## src/rtl/dmem_arbiter.sv

```systemverilog
`default_nettype none
// ============================================================================
// Module      : dmem_arbiter
// Description : Two-port round-robin arbiter and sequencer in front of the
//               64-byte doubleword data memory. One request in flight at a
//               time (IDLE -> ACCESS -> RESP), out-of-range accesses are
//               rejected without strobing the memory, one-cycle response.
// Revision    : 1.0 - initial release
// ============================================================================
module dmem_arbiter #(
    parameter int MEM_BYTES = 64,
    parameter int ACC_BYTES = 8
) (
    input  logic        clk,
    input  logic        reset,

    input  logic        req0_valid,
    output logic        req0_ready,
    input  logic        req0_write,
    input  logic [63:0] req0_addr,
    input  logic [63:0] req0_wdata,
    output logic        rsp0_valid,
    output logic [63:0] rsp0_rdata,
    output logic        rsp0_err,

    input  logic        req1_valid,
    output logic        req1_ready,
    input  logic        req1_write,
    input  logic [63:0] req1_addr,
    input  logic [63:0] req1_wdata,
    output logic        rsp1_valid,
    output logic [63:0] rsp1_rdata,
    output logic        rsp1_err,

    output logic [63:0] Mem_Addr,
    output logic [63:0] Write_Data,
    output logic        MemWrite,
    output logic        MemRead,
    input  logic [63:0] Read_Data
);

    // Highest start address whose whole doubleword still fits in memory.
    localparam logic [63:0] c_LAST_ADDR = 64'(MEM_BYTES - ACC_BYTES);

    typedef enum logic [1:0] {
        S_IDLE   = 2'd0,
        S_ACCESS = 2'd1,
        S_RESP   = 2'd2
    } state_t;

    state_t      r_state;
    logic        r_last_grant;
    logic        r_id;
    logic        r_write;
    logic        r_err;
    logic        r_rsp0_valid;
    logic        r_rsp1_valid;
    logic [63:0] r_rdata_q;
    logic        r_rsp_err;

    logic        w_idle;
    logic        w_grant0;
    logic        w_grant1;
    logic        w_accept;
    logic        w_sel_write;
    logic [63:0] w_sel_addr;
    logic [63:0] w_sel_wdata;
    logic        w_err;

    // Combinational round-robin grant: a lone requester wins, on contention
    // the port that was not served last wins. Held off while in reset so a
    // requester never sees a handshake that is then discarded.
    assign w_idle   = (r_state == S_IDLE) && !reset;
    assign w_grant0 = w_idle && req0_valid && (!req1_valid || r_last_grant);
    assign w_grant1 = w_idle && req1_valid && (!req0_valid || !r_last_grant);
    assign w_accept = w_grant0 || w_grant1;

    assign req0_ready = w_grant0;
    assign req1_ready = w_grant1;

    assign w_sel_write = w_grant1 ? req1_write : req0_write;
    assign w_sel_addr  = w_grant1 ? req1_addr  : req0_addr;
    assign w_sel_wdata = w_grant1 ? req1_wdata : req0_wdata;

    // Unsigned compare, so huge addresses (top bit set) are rejected too.
    assign w_err = (w_sel_addr > c_LAST_ADDR);

    // Response data/err are forced to zero on the port not being answered.
    assign rsp0_valid = r_rsp0_valid;
    assign rsp1_valid = r_rsp1_valid;
    assign rsp0_rdata = r_rsp0_valid ? r_rdata_q : 64'd0;
    assign rsp1_rdata = r_rsp1_valid ? r_rdata_q : 64'd0;
    assign rsp0_err   = r_rsp0_valid && r_rsp_err;
    assign rsp1_err   = r_rsp1_valid && r_rsp_err;

    // Request sequencer: latch winner, strobe memory for one cycle, respond.
    always_ff @(posedge clk) begin
        if (reset) begin
            r_state      <= S_IDLE;
            r_last_grant <= 1'b1;
            r_id         <= 1'b0;
            r_write      <= 1'b0;
            r_err        <= 1'b0;
            r_rsp0_valid <= 1'b0;
            r_rsp1_valid <= 1'b0;
            r_rdata_q    <= 64'd0;
            r_rsp_err    <= 1'b0;
            Mem_Addr     <= 64'd0;
            Write_Data   <= 64'd0;
            MemWrite     <= 1'b0;
            MemRead      <= 1'b0;
        end else begin
            case (r_state)
                S_IDLE: begin
                    if (w_accept) begin
                        r_id         <= w_grant1;
                        r_last_grant <= w_grant1;
                        r_write      <= w_sel_write;
                        r_err        <= w_err;
                        Mem_Addr     <= w_sel_addr;
                        Write_Data   <= w_sel_wdata;
                        MemWrite     <= w_sel_write && !w_err;
                        MemRead      <= !w_sel_write && !w_err;
                        r_state      <= S_ACCESS;
                    end
                end
                S_ACCESS: begin
                    // Memory write/read completes at this edge.
                    r_rdata_q    <= (!r_write && !r_err) ? Read_Data : 64'd0;
                    r_rsp_err    <= r_err;
                    r_rsp0_valid <= !r_id;
                    r_rsp1_valid <= r_id;
                    Mem_Addr     <= 64'd0;
                    Write_Data   <= 64'd0;
                    MemWrite     <= 1'b0;
                    MemRead      <= 1'b0;
                    r_state      <= S_RESP;
                end
                S_RESP: begin
                    r_rsp0_valid <= 1'b0;
                    r_rsp1_valid <= 1'b0;
                    r_rdata_q    <= 64'd0;
                    r_rsp_err    <= 1'b0;
                    r_state      <= S_IDLE;
                end
                default: begin
                    r_state <= S_IDLE;
                end
            endcase
        end
    end

endmodule
`default_nettype wire

```

## config.mk

```make
export PLATFORM = sky130hd
export DESIGN_NAME = dmem_arbiter
export DESIGN_NICKNAME = d
export VERILOG_FILES = /design/src/rtl/dmem_arbiter.sv
export SDC_FILE = /design/constraint.sdc
export NUM_CORES = 1
export LEC_CHECK = 0
export BUFFER_PORTS_ARGS = -buffer_cell sky130_fd_sc_hd__buf_2
export CELL_PAD_IN_SITES_DETAIL_PLACEMENT = 1
export CELL_PAD_IN_SITES_GLOBAL_PLACEMENT = 1
export CORE_AREA = 2 2 232 234
export DETAILED_ROUTE_END_ITERATION = 7
export DIE_AREA = 0 0 234 236
export PLACE_DENSITY_LB_ADDON = 0.1
export SLEW_MARGIN = 0
export SYNTH_ARGS = -nofsm -noshare
export SYNTH_HDL_FRONTEND = slang
export SYNTH_SLANG_ARGS = --single-unit
```

## constraint.sdc

```tcl
create_clock -name clk -period 6.1 [get_ports clk]
set_input_delay 0.915 -clock clk [delete_from_list [all_inputs] [get_ports clk]]
set_output_delay 0.915 -clock clk [all_outputs]
set_load 0.05 [all_outputs]
```

==> metrics <==
status=finished clean; maximum clock rate=0.234 GHz; Setup TNS=0 ns; standard-cell rows=85; unrepaired setup endpoints after global routing=false; htree depth=1; post-layout util=0.271; post-CTS setup buffers=0; Worst Hold Class=flip-flop to flip-flop; share of layout cells above drive strength 1=0.460; PnR Total Power=4.55 mW; layout filler cell count=6,389; GPL Wtd Cong=0.808; Post-Syn Instances=1,109; first-pass GRT wire length=67,600 microns; Overflow after GRT=0; Setup CP Type=flip-flop to output pin; hold_sp=MemRead$_SDFFE_PP0P_; max-cap check violation count=0; R2R Path Start=r_state[0]$_SDFFE_PP0P_; TritonCTS clock tree=yes; Worst Hold Depth=1; Setup Skew=0.0131 ns; Crit Path Max Fanout=64; Via Count=10,200; Antenna Nets Post-Route=0; yosys warns=0; Tcrit/Tclk final=0.700; maximum vdd drop=0.185 mV; detailed placement HPWL=33,900 microns; Mapped Area=0.00980 sq mm; Hold EP=MemRead$_SDFFE_PP0P_; CTS buffer count=30; clock root buffer master=clkbuf_16; area share of the largest cell type after synthesis=0.415; Die ar.=0.0552 sq mm; synth unique cells=37; IO buf count=589; final worst path period need=4.27 ns; Critical Path AT=3.36 ns; Nets=1,974; synthesis-stage register bit count=203; DRC violations left=0; Hold Vio Cnt, Final=0; Avg Inst Size Synth=8.83 sq um; R2R cell count=8; pin count of the biggest net entering global routing=157; slew of the pin with the lowest slew margin=1.03 ns; initial DRC count=322; drt pass-1 iters=4; All-Layer GR Usage=0.159; post-route cell area=0.0144 sq mm; CTS max path bufs=3; Post-synth EDFFs=0; cts repair resizes=0; crit start category=flip-flop; R2R setup slack=2.80 ns; power per cell area=317 mW/mm^2; Synth area leader=dfxtp_1; synth top area cells=dfxtp_1, mux2_2, a22oi_1; CTS Hold Bufs=0; Clock Latency Late Sink=0.57 ns; Die Y=236 microns; vias per inst=4.31; final setup violating endpoints=0; Max Slew Vio Count=0; Synth Net Count=1,439; asr flop ratio synth=0; core area=0.0531 sq mm; Worst R2R End=r_err$_SDFFE_PP0P_; initial core utilization=0.185; Worst slew margin=0.314; post-synthesis sequential area ratio=0.415; Layout Area Growth over Synthesis=46.6%; Worst-path clk slew=0.05 ns; I/O pin cnt=590; Total Wirelength=46,100 microns; prevailing post-synth register cell=dfxtp_1; antenna violations before repair=14; most frequent cells after synthesis=dfxtp_1, nor2_1, and2_1; worst path required time=5.18 ns; placement-stage cell area=0.0133 sq mm; overall die width=234 microns; routed len/inst=19.5 microns; vias in the first global route=10,700; CTS sink cnt=203; CP endpoint kind=output pin; Leak=6.88 nW; most common cell in the synthesized netlist=dfxtp_1
[worst max-delay path: stages, from the launching register on]
cell and delay, ns:
dfxtp_1 0.32, inv_1 0.11, ha_2 0.28, and3b_1 0.30, nand2_4 0.47, inv_2 0.79
buf_2 0.39
[metal layers]
layer  wire length (microns)  GRT usage
met2                   23000      0.283
met3                    3600     0.0540
met5                     110          0
met4                     918     0.0368
met1                   18500      0.182
[final cells by class]
class                   count  area, sq um  share of cell area
multi-input cells         807         5320               0.370
flip-flops and latches    203         4070               0.283
repair buffers            597         3030               0.211
clock buffers              42          897              0.0625
well taps                 696          871              0.0607
clock inverters            13          146              0.0102
inverters                   5         18.8             0.00131
diodes                      6         15.0             0.00105
[kinds of logic after synthesis]
family,synth area share
buf+inv,0.0442
simple gates,0.242
flops,0.415
mux,0.151
fa+ha+maj,0.00511
compound gates,0.143
[through the flow]
step	hold slack, ns	instances	setup WS [ns]
2_1_floorplan	0.450	1109	2.81
3_3_place_gp	0.463	2308	1.90
3_5_place_dp	0.462	2308	1.82
4_1_cts	0.475	2363	1.74
5_1_grt	0.494	2368	1.59
6_report	0.468	2369	1.83
[worst max-delay path by stage]
stage,startpoint,endpoint
4_1_cts,r_state[0]$_SDFFE_PP0P_,req1_ready
6_report,r_state[0]$_SDFFE_PP0P_,req1_ready
3_3_place_gp,reset,req1_ready
5_1_grt,r_state[0]$_SDFFE_PP0P_,req1_ready
3_5_place_dp,reset,req1_ready
2_1_floorplan,reset,req0_ready
[flip-flops by register name, summed over array words and instances, names as in the netlist]
register      cells
Mem_Addr         64
Write_Data       64
r_rdata_q        64
r_state           2
MemRead           1
MemWrite          1
r_err             1
r_id              1
r_last_grant      1
r_rsp_err         1
r_write           1
rsp0_valid        1
rsp1_valid        1
[report_power, final]
group	leakage [nW]	switching, mW	internal, mW
sequential	1.66	0.101	1.46
clock	0.521	0.676	1.14
combinational	4.70	0.813	0.364
total	6.88	1.59	2.96
[cells in the final DEF (no fill, tap or decap), drive strengths merged, types with 2 or more instances in the layout]
cell type	count
buf	597
dfxtp	203
nor2	202
and2	131
a22oi	126
mux2	126
a21oi	70
nor2b	66
clkbuf	42
nor4	26
nand2	9
clkinv	8
nand3	7
diode	6
nor3	6
inv	6
nand4	5
mux2i	5
nand2b	4
ha	4
nand3b	3
o21ai	3
bufinv	3
o211ai	2
a32o	2
a211oi	2
Power figures use the tool's default switching activity.
